File: src/rtl/cp0_exception_unit.sv
// Coprocessor-0 at the M stage: SR/Cause/EPC, interrupt/exception arbitration, eret, mtc0/mfc0.
// Optional PRId register (Rd=15) is enabled by defining CP0_PRID_EN.
module cp0_exception_unit #(
    parameter logic [31:0] HANDLER_PC = 32'h0000_4180,
    parameter logic [31:0] PRID_VALUE = 32'h2022_0BAA
) (
    input  logic        clk,
    input  logic        reset,
    input  logic [31:0] M_PC,
    input  logic        M_BD,
    input  logic [4:0]  M_ExcCode,
    input  logic        M_EXLClr,
    input  logic        M_CP0Write,
    input  logic [4:0]  M_Rd,
    input  logic [31:0] M_WData,
    input  logic [5:0]  HWInt,
    output logic        Req,
    output logic [31:0] EPCOut,
    output logic [31:0] CP0Out,
    output logic        EXL
);

    localparam logic [4:0] RD_SR    = 5'd12;
    localparam logic [4:0] RD_CAUSE = 5'd13;
    localparam logic [4:0] RD_EPC   = 5'd14;
    localparam logic [4:0] RD_PRID  = 5'd15;

    // The pipeline registers own the redirect; these only reject nonsensical constants.
    if (HANDLER_PC[1:0] != 2'b00) begin : g_bad_handler
        $error("HANDLER_PC must be word-aligned");
    end
    if (PRID_VALUE == 32'h0) begin : g_bad_prid
        $error("PRID_VALUE must be nonzero");
    end

    logic [5:0]  sr_im_q, sr_im_d;
    logic        sr_exl_q, sr_exl_d;
    logic        sr_ie_q, sr_ie_d;
    logic        cause_bd_q, cause_bd_d;
    logic [5:0]  cause_ip_q, cause_ip_d;
    logic [4:0]  cause_exc_q, cause_exc_d;
    logic [31:0] epc_q, epc_d;

    logic int_req, exc_req;
    logic [31:0] sr_val, cause_val;

    assign int_req = sr_ie_q & ~sr_exl_q & |(HWInt & sr_im_q);
    assign exc_req = ~sr_exl_q & (M_ExcCode != 5'd0);
    assign Req     = int_req | exc_req;
    assign EPCOut  = epc_q;
    assign EXL     = sr_exl_q;

    assign sr_val    = {16'b0, sr_im_q, 8'b0, sr_exl_q, sr_ie_q};
    assign cause_val = {cause_bd_q, 15'b0, cause_ip_q, 3'b0, cause_exc_q, 2'b0};

    always_comb begin
        sr_im_d     = sr_im_q;
        sr_exl_d    = sr_exl_q;
        sr_ie_d     = sr_ie_q;
        cause_bd_d  = cause_bd_q;
        cause_ip_d  = HWInt;
        cause_exc_d = cause_exc_q;
        epc_d       = epc_q;
        // Req dominates eret, which dominates mtc0.
        if (Req) begin
            sr_exl_d    = 1'b1;
            cause_bd_d  = M_BD;
            cause_exc_d = int_req ? 5'd0 : M_ExcCode;
            epc_d       = M_BD ? (M_PC - 32'd4) : M_PC;
        end else if (M_EXLClr) begin
            sr_exl_d = 1'b0;
        end else if (M_CP0Write) begin
            case (M_Rd)
                RD_SR: begin
                    sr_im_d  = M_WData[15:10];
                    sr_exl_d = M_WData[1];
                    sr_ie_d  = M_WData[0];
                end
                RD_EPC:  epc_d = M_WData;
                default: ;
            endcase
        end
    end

    always_ff @(posedge clk) begin
        if (reset) begin
            sr_im_q     <= '0;
            sr_exl_q    <= 1'b0;
            sr_ie_q     <= 1'b0;
            cause_bd_q  <= 1'b0;
            cause_ip_q  <= '0;
            cause_exc_q <= '0;
            epc_q       <= '0;
        end else begin
            sr_im_q     <= sr_im_d;
            sr_exl_q    <= sr_exl_d;
            sr_ie_q     <= sr_ie_d;
            cause_bd_q  <= cause_bd_d;
            cause_ip_q  <= cause_ip_d;
            cause_exc_q <= cause_exc_d;
            epc_q       <= epc_d;
        end
    end

    always_comb begin
        CP0Out = 32'h0;
        case (M_Rd)
            RD_SR:    CP0Out = sr_val;
            RD_CAUSE: CP0Out = cause_val;
            RD_EPC:   CP0Out = epc_q;
`ifdef CP0_PRID_EN
            RD_PRID:  CP0Out = PRID_VALUE;
`else
            RD_PRID:  CP0Out = 32'h0;
`endif
            default:  CP0Out = 32'h0;
        endcase
    end

endmodule

File: config.mk
export PLATFORM = sky130hd
export DESIGN_NAME = cp0_exception_unit
export DESIGN_NICKNAME = d
export VERILOG_FILES = /design/src/rtl/cp0_exception_unit.sv
export SDC_FILE = /design/constraint.sdc
export NUM_CORES = 1
export LEC_CHECK = 0
export CAP_MARGIN = 10
export CORE_AREA = 8 8 97 99
export CTS_CLUSTER_DIAMETER = 60
export DETAILED_ROUTE_END_ITERATION = 10
export DIE_AREA = 0 0 105 107
export GPL_ROUTABILITY_DRIVEN = 1
export HOLD_SLACK_MARGIN = 0.08
export PLACE_DENSITY = 0.86
export SETUP_SLACK_MARGIN = 0.05
export SLEW_MARGIN = 20
export SYNTH_ARGS = -nofsm -noshare
export SYNTH_HDL_FRONTEND = slang
export SYNTH_SLANG_ARGS = --single-unit
File: constraint.sdc
create_clock -name clk -period 4.46 [get_ports clk]
set_input_delay 0.446 -clock clk [delete_from_list [all_inputs] [get_ports clk]]
set_output_delay 0.446 -clock clk [all_outputs]
set_load 0.05 [all_outputs]
### Word level (Yosys, flattened, before mapping)

Cells that the tools add are included.

* reduce and logical (&&, ||, !) cells: 9
* bitwise operators: 8
* add/sub/neg operators: 1
* multiplexer cells: 11
* equality and inequality tests: 4

Operators with widths (number)
* 32-bit two-way mux: 5
* 32-bit one-hot mux with 3 select lines: 1
* 32-bit by 3-bit subtractor with 32-bit output, second input constant: 1
* 5-bit by 4-bit == test with 1-bit output, second input constant: 3
* 6-bit AND: 1
* 3-bit nonzero test: 2
* 6-bit OR reduction: 1
* 5-bit two-way mux: 1
* 5-bit nonzero test: 1
* 1-bit two-way mux: 4
* 4-bit AND reduction: 1
* 2-bit nonzero test: 2
* 1-bit AND: 3
* 1-bit NOT: 3
* 3-bit AND reduction: 1
* 2-bit by 1-bit != test with 1-bit output, second input constant: 1
* 2-bit AND reduction: 1
* 1-bit OR: 1

* bits in registers: 52
* logic and storage cells: 40

### Logic depth before layout (Yosys ltp)

* word-level depth: 6
* gate-level depth with buffers: 7
* depth with buffers taken out: 6

### Least setup slack after synthesis

OpenSTA, ideal clock, no wires.

* path kind: input-to-output
* from: in M_Rd[4]
* to: out CP0Out[10]
* slack: 1.689 ns
* stages: 5
* path buffers: 2
* arrival: 2.325 ns
* required time: 4.014 ns
* cells stage by stage: and3b_1 clkbuf_1 clkbuf_1 nand2_1 o21ai_0

* longest elaborated chain between the ends: 2
* elaborated cells on any way between the ends: 4

Ends and longest elaborated chain
* start: declaration: line 14 `input logic [4:0] M_Rd,`
* 5-bit by 4-bit == test with 1-bit output: line 107 `case (M_Rd)`
* 32-bit one-hot mux with 3 select lines (*): line 107
* end: declaration: line 19 `output logic [31:0] CP0Out,`

Mark *: on every way between the ends. The rest lies on a longest branch, timed or not.

### Final worst setup path

* from: in M_Rd[2]
* to: out CP0Out[23]

Same word-level chain as after synthesis.

==> flow_summary.toml <==
[cts]
cts_tree = "yes"
post-cts-setup-buffers = 0
hold_buffers = 0
root_buffer = "clkbuf_8"
clkLatencyLatePin_ns = 0.31
ctsResizeCount = 0
htreeDepth = 2
clockBufferDepth = 2
numCtsBuffers = 5
cts.sinks = 52
clk_pin_slew_ns = 0.10

[cells_and_area]
fin_area_mm2 = 0.00527
antennaDiodeCount = 0
fillerInstances = 674
fin_nets = 641
area_delta_synth_final_pct = 45.6
drive_above_1_share_pct = 9.53

[timing]
worst_pin_slew_ns = 1.05
hold_viol = 0
slew_headroom_pct = 29.9
finalSetupViolCount = 0
fin_crit_ns = 3.31
finalClockSkew_ns = 0.00578
fin_crit_sh_pct = 74.1
rsz0062_at_grt = "false"
max_freq_mhz = 302
drv_slew = 0
setup_tns_ns = 0

[global_routing]
antenna_found_initial = 0
grt_max_degree = 43
grt_usage_pct = 23.3
grt_pass1_vias = 4323
grt_pass1_wl_um = 22000
overflow = 0

[die]
dieArea_mm2 = 0.0112
ios = 151
std_cell_rows = 33
floorplan.initialDensity_pct = 45.7
die_w_um = 105
die_h_um = 107
core_mm2 = 0.00793

[run_status]
status = "completed"

[logic_synthesis]
synthArstFlopShare_pct = 0
yosysWarnings = 0
netlist_instances = 434
ys_seq_elements = 52
synth-edff-count = 0
synth_top_area_share_pct = 28.7
synth.area.top_cells = "dfxtp_1, mux2i_1, o31a_1"
yosysSeqAreaShare_pct = 28.7
synth-main-ff-cell = "dfxtp_1"
synth_area_leader_cell = "dfxtp_1"
synth_area_mm2 = 0.00362
synth_cell_types = 52
avgSynthCellArea_um2 = 8.34
syn_nets = 520

[power]
power.leakage_nw = 1.89
finalPower_mw = 1.32
power_density_mw_per_mm2 = 250
ir_drop_mv = 0.195

[worst_setup_path]
cp_max_fo = 34
crit_arrival_ns = 2.86
crit_path_end_kind = "output port"
start_kind = "input port"
worstSetupPathType = "in -> out"
required_ns = 4.01

[detailed_routing]
drt-initial-drc-count = 239
routedWlPerCell_um = 20.5
drcViolationCount = 0
drt-pass1-iter-count = 5
postRouteWirelength_um = 13600
vias = 4209
detail_route.vias_per_cell = 6.37
postRouteAntennaNets = 0

[placed_design]
dp_hpwl_um = 9930
placed_area_mm2 = 0.00515
place_congestion = 0.940
portBuffers = 150

[job]
drv_cap = 0

[min_path]
hp-class = "reg -> reg"
[report_power, final]
part / leakage, nW / internal [mW] / switching [mW] / total (mW)
Combinational: 1.39 / 0.185 / 0.250 / 0.435
Sequential: 0.431 / 0.499 / 0.0314 / 0.531
Clock: 0.0614 / 0.184 / 0.170 / 0.354
Total: 1.89 / 0.868 / 0.452 / 1.32
[kinds of logic after synthesis]
family	synth area share [%]
compound gates	26.9
xor+xnor	2.90
fa+ha+maj	0.345
buf+inv	5.84
flops	28.7
mux	5.81
simple gates	29.4
[cell usage in the layout, fill, tap and decap left out, drive strengths merged, types with 3 or more instances in the layout]
cell type	Yosys	layout
nor3b	3	3
nand2	25	25
mux2i	21	21
nor2b	9	9
and4	23	23
inv	7	7
a31oi	15	15
a211oi	23	23
and3	19	19
or4	12	12
o21ai	8	8
o21a	4	4
nor4b	3	3
nand3b	3	3
buf	5	25
nor4	15	15
xor2	8	8
or3b	4	4
nand4	6	6
a22oi	3	3
nor2	9	9
xnor2	4	4
o31ai	10	10
nor3	8	8
dfxtp	52	52
or4b	4	4
clkdlybuf4s50	0	136
o41ai	18	18
a22o	8	8
a21oi	7	7
clkbuf	42	6
or3	6	6
o31a	24	24
nand3	8	8
[registers in the layout, summed over array words and instances, names as in the netlist]
signal	count
cause_ip_q	6
sr_im_q	6
sr_ie_q	1
cause_bd_q	1
cause_exc_q	5
EXL	1
EPCOut	32
[layer usage]
metal | vias to the layer above | GRT usage (%) | share of wire (%)
met5 | - | 0 | 0
met4 | 0 | 4.69 | 0.75
met3 | 11 | 6.48 | 9.5
met2 | 219 | 41.2 | 49
met1 | 2009 | 27.5 | 41
li1 | 1970 | - | -
[through the flow]
step           utilization [%]  setup slack (ns)  instances  hold slack (ns)
2_1_floorplan                -              1.69        434            0.447
3_3_place_gp              65.0              1.23        653            0.459
3_5_place_dp              65.0              1.17        653            0.466
4_1_cts                   66.5              1.17        661            0.484
5_1_grt                   66.5              1.02        661            0.509
6_report                  66.5              1.15        661            0.485
[cell type report]
| cell class | instances | area [µm²] | share of cell area, % |
|---|---|---|---|
| well taps | 105 | 131 | 2.49 |
| inverters | 8 | 30.0 | 0.570 |
| clock inverters | 2 | 38.8 | 0.736 |
| repair buffers | 161 | 1550 | 29.4 |
| multi-input cells | 327 | 2400 | 45.5 |
| clock buffers | 6 | 82.6 | 1.57 |
| flip-flops and latches | 52 | 1040 | 19.7 |
[critical path, stage by stage]
cell	delay, ns
clkdlybuf4s50_1	0.48
and3b_1	0.83
and3_1	0.28
clkdlybuf4s50_1	0.81
[Yosys cell counts, types with 10 or more instances]
master / number
and3_1: 19
clkbuf_1: 42
o41ai_1: 18
and4_1: 23
nor4_1: 15
a31oi_1: 15
or4_1: 11
a211oi_1: 23
dfxtp_1: 52
o31ai_1: 10
o31a_1: 24
mux2i_1: 21
nand2_1: 25
[worst paths after layout]
check / cells past startpoint / endpoint / startpoint / slack (ns)
setup / recovery: 4 / CP0Out[23] / M_Rd[2] / 1.15
hold / removal: 2 / sr_im_q[2]$_SDFFE_PP0P_ / sr_im_q[2]$_SDFFE_PP0P_ / 0.48
setup reg to reg: 5 / sr_im_q[1]$_SDFFE_PP0P_ / sr_im_q[3]$_SDFFE_PP0P_ / 2.03
hold reg to reg: 2 / sr_im_q[2]$_SDFFE_PP0P_ / sr_im_q[2]$_SDFFE_PP0P_ / 0.48
No activity file was read; power rests on OpenSTA's default activity.
==> RTL change 1: new RTL, config.mk and constraints unchanged <==
`sr_im_q` no longer has a reset.
--- a/src/rtl/cp0_exception_unit.sv
+++ b/src/rtl/cp0_exception_unit.sv
@@ -84,7 +84,6 @@
 
     always_ff @(posedge clk) begin
         if (reset) begin
-            sr_im_q     <= '0;
             sr_exl_q    <= 1'b0;
             sr_ie_q     <= 1'b0;
             cause_bd_q  <= 1'b0;
@@ -92,7 +91,6 @@
             cause_exc_q <= '0;
             epc_q       <= '0;
         end else begin
-            sr_im_q     <= sr_im_d;
             sr_exl_q    <= sr_exl_d;
             sr_ie_q     <= sr_ie_d;
             cause_bd_q  <= cause_bd_d;
@@ -100,6 +98,10 @@
             cause_exc_q <= cause_exc_d;
             epc_q       <= epc_d;
         end
+    end
+
+    always_ff @(posedge clk) begin
+        sr_im_q <= sr_im_d;
     end
 
     always_comb begin
Function: changed (a bounded check fails within 4 cycles, from zero or initial values and one cycle with reset high).
==> RTL change 1 against the unedited design <==
Synthesized area decreased by 15%. Worst setup slack got worse by 58 ps. First-iteration DRC count decreased by 37%. Die area unchanged. Largest power group unchanged. Wire length decreased by 21%. Sequential cell count unchanged. Final area decreased by 9.9%. Critical endpoint is now CP0Out[1]. Total power decreased by 9.4%. Sequential power increased by 0.8%.
==> RTL change 1: results <==
set metrics [dict create \
    synth-xor-area-share_pct 7.36 \
    grt.met1_usage_pct 21.0 \
    vias 3126 \
    fin_util_pct 59.9 \
    n_fill_cell 689 \
    grt_util_met2_pct 33.8 \
    drive_gt1_share_pct 5.11 \
    worst_ep_arrival_time_ps 2920 \
    min-delay-start "cause_bd_q$_SDFFE_PP0N_" \
    ys_top_cells_by_count "a211oi_1 (48), dfxtp_1 (46), nor2_1 (25), nor2b_1 (25), xnor2_1 (23)" \
    holdWs_ps 476 \
    swShare_pct 34.1 \
    synth-edff-count 6 \
    r2r_end "EPCOut[28]$_SDFFE_PP0P_" \
    synth_cell_types 46 \
    status "complete, no violations" \
    grt_max_degree 51 \
    gr-usage-all-layers_pct 18.4 \
    final_cells 594 \
    grt_use_met3_pct 3.54 \
    dpl-instance-area_sq_um 4660 \
    post-place-ws_ps 1090 \
    synth_adder_area_share_pct 0.405 \
    p_leak_nw 1.61 \
    slew_headroom_pct 39.1 \
    place_congestion 0.851 \
    firstDrtPassIters 4 \
    grt_pass1_wl_mm 16.9 \
    slowest_delay_ps 810 \
    grt_pass1_vias 3161 \
    finalClockSkew_ps 5.33 \
    dpl.hpwl_mm 8.57 \
    drt_iter0_drc 150 \
    nNetsFinal 574 \
    antenna_found_initial 0 \
    ys_seq_area_share_pct 35.6 \
    r2r-start "sr_im_q[3]$_DFFE_PP_" \
    worstPathMaxFanout 10 \
    netlist_instances 351 \
    hold_end "cause_bd_q$_SDFFE_PP0N_" \
    synthTopCellsByArea "dfxtp_1 (30%), a211oi_1 (12%), mux2i_1 (6.8%)" \
    synthMuxAreaShare_pct 6.80 \
    ir_drop_mv 0.150 \
    reg2reg_slack_ps 2000 \
    routed_wl_mm 10.7 \
]
-- RTL change 1: cell types whose count changed after synthesis, moves of 19 or more --
cell      unedited run  this run
a211oi_1            23        48
and4_1              23         0
clkbuf_1            42        15
o31a_1              24         0
xnor2_1              4        23
-- RTL change 1: worst max path at each step --
stage | startpoint | to | slack, ps | depth (start not counted)
after detailed placement | M_Rd[0] | CP0Out[1] | 1090 | 4
after floorplan | M_Rd[0] | CP0Out[10] | 1930 | 5
after global routing | M_Rd[0] | CP0Out[0] | 970 | 4
after CTS | M_Rd[0] | CP0Out[1] | 1100 | 4
after global placement | M_Rd[0] | CP0Out[1] | 1180 | 4
final | M_Rd[0] | CP0Out[1] | 1100 | 4
-- RTL change 1: cell type report --
class | count | share of cell area (%)
Multi-Input combinational cell | 269 | 39.6
Timing Repair Buffer | 155 | 32.2
Sequential cell | 52 | 23.2
Tap cell | 105 | 2.77
Clock buffer | 5 | 1.45
Clock inverter | 3 | 0.395
Inverter | 5 | 0.395
-- RTL change 1: power by group through the flow --
stage	clock [mW]	sequential [mW]	combinational, mW
after floorplan	0	0.634	0.123
after global placement	0	0.544	0.390
after detailed placement	0	0.545	0.397
after CTS	0.270	0.535	0.398
after global routing	0.294	0.539	0.420
final	0.265	0.535	0.397
-- RTL change 1: worst register-to-register path, cell delays in order (launching register included) --
cell      delay (ps)
edfxtp_1         430
a22o_1           230
o31ai_1          450
a21o_1           220
inv_1            340
buf_4            340
a211oi_1         230
a211oi_1          80
-- RTL change 1: layer usage --
metal | wire (um) | part of all wire, % | up-vias
li1 | - | - | 1567
met1 | 4350 | 41 | 1459
met2 | 5610 | 53 | 84
met3 | 476 | 4.5 | 16
met4 | 234 | 2.2 | 0
met5 | 0 | 0 | -
==> RTL change 2: new RTL, config.mk and constraints unchanged <==
Made on the original files. Add a define of `CP0_PRID_EN`.
--- a/src/rtl/cp0_exception_unit.sv
+++ b/src/rtl/cp0_exception_unit.sv
@@ -1,5 +1,7 @@
 // Coprocessor-0 at the M stage: SR/Cause/EPC, interrupt/exception arbitration, eret, mtc0/mfc0.
 // Optional PRId register (Rd=15) is enabled by defining CP0_PRID_EN.
+`define CP0_PRID_EN
+
 module cp0_exception_unit #(
     parameter logic [31:0] HANDLER_PC = 32'h0000_4180,
     parameter logic [31:0] PRID_VALUE = 32'h2022_0BAA
Function: changed (a bounded check fails within 4 cycles, from zero or initial values and one cycle with reset high).
==> RTL change 2 against the unedited design <==
Sequential power barely moved. Final cell count rose by 3.9%. Worst hold slack improved by 1.4 ps. Register-to-register slack improved by 120 ps. Worst setup slack got worse by 300 ps. Final area rose by 4.1%. Clock power rose by 7.1%. Wire length rose by 8.7%. Via count rose by 5.5%. Total power rose by 4.5%. Die area did not move. Synthesized area rose by 6.0%. Sequential cell count did not move. Clock skew rose by 0.61 ps. Critical path type unchanged. Critical endpoint is now CP0Out[4]. Largest cell class unchanged. Highest routed layer unchanged.
==> RTL change 2: results <==
set metrics [dict create \
    p_sw_uw 468 \
    worstMarginPinSlew_ps 1050 \
    io_buffers 150 \
    synth_fp_nets 548 \
    drive_gt1_share_pct 7.22 \
    slowest_stage "clkdlybuf4s50_1" \
    root_buffer "clkbuf_8" \
    vias 4440 \
    ys_seq_area_share_pct 27.1 \
    num_antenna_cells 0 \
    drt_iter0_drc 508 \
    status "complete, no violations" \
    ant_nets 0 \
    hold_path.class "flip-flop to flip-flop" \
    clk_latency_ps 310 \
    grt_pass1_vias 4300 \
    worstPathMaxFanout 24 \
    grt_pass1_wl_mm 23.0 \
    nNetsFinal 668 \
    ys_top_cells_by_count "dfxtp_1 (52), clkbuf_1 (39), nor2_1 (35)" \
    place_congestion 0.974 \
    clock_path_buffers 2 \
    wl_per_cell_um 21.5 \
    final_cells 687 \
    post-place-ws_ps 917 \
    ir_drop_mv 0.151 \
    grt_max_degree 37 \
    synth_cell_types 62 \
    dp.cells 680 \
    gr-usage-all-layers_pct 24.8 \
    htreeDepth 2 \
    finalClockSkew_ps 6.39 \
    postSynthAreaPerCell_sq_um 8.31 \
    dpl.hpwl_mm 11.3 \
    synthTopCellsByArea "dfxtp_1 (27%), mux2i_1 (6.5%), and4_1 (5.2%)" \
    p_leak_nw 1.87 \
]
-- RTL change 2: cell count changes after synthesis, moves of 5 or more --
cell,delta
a22o_1,-5
nor2_1,+27
a21oi_1,+9
xor2_1,-6
and3_1,-7
or3b_1,+6
-- RTL change 2: path summary, 6_finish.rpt --
| kind | slack [ps] | depth (start not counted) | end | start |
|---|---|---|---|---|
| setup / recovery | 860 | 7 | CP0Out[4] | M_Rd[0] |
| hold / removal | 490 | 2 | sr_im_q[1]$_SDFFE_PP0P_ | sr_im_q[1]$_SDFFE_PP0P_ |
| hold reg to reg | 490 | 2 | sr_im_q[1]$_SDFFE_PP0P_ | sr_im_q[1]$_SDFFE_PP0P_ |
| setup reg to reg | 2150 | 7 | EPCOut[13]$_SDFFE_PP0P_ | EXL$_SDFFE_PP0P_ |
-- RTL change 2: cell type report --
class,instances,area (sq um)
clock buffers,5,68.8
multi-input cells,356,2580
fillers,666,2440
well taps,105,131
clock inverters,2,60.1
repair buffers,162,1590
inverters,5,18.8
flip-flops and latches,52,1040
-- RTL change 2: through the flow --
stage	area [sq um]	hold WS (ps)
after detailed placement	5360	473
after CTS	5490	487
after floorplan	3840	443
after global routing	5490	517
after global placement	5360	467
final	5490	486
-- RTL change 2: worst min-delay path: cells and delay by family (launching register included) --
family           cells  cell delay, ps
DFF                  1             340
and+or+nand+nor      1              60
muxes                1              50
-- RTL change 2: kinds of logic after synthesis --
| logic type | synth area share (%) |
|---|---|
| AO/OA/AOI/OAI | 26.4 |
| XOR/XNOR | 1.37 |
| adder cells (fa/ha/maj) | 0.326 |
| buffers and inverters | 5.90 |
| flip-flops | 27.1 |
| multiplexers | 6.52 |
| AND/OR/NAND/NOR | 32.3 |
-- RTL change 2: power groups by stage --
stage / Combinational [mW] / Sequential [mW] / Clock [mW]
2_1_floorplan: 0.171 / 0.626 / 0
6_report: 0.469 / 0.532 / 0.379
3_3_place_gp: 0.454 / 0.541 / 0
3_5_place_dp: 0.462 / 0.541 / 0
4_1_cts: 0.465 / 0.530 / 0.373
5_1_grt: 0.493 / 0.535 / 0.393
-- RTL change 2: routing by layer --
| metal | global-route usage [%] | part of all wire (%) |
|---|---|---|
| met1 | 29.6 | 40 |
| met4 | 10.9 | 3.5 |
| met5 | 0 | 0 |
| met3 | 5.10 | 7.7 |
| met2 | 42.2 | 49 |
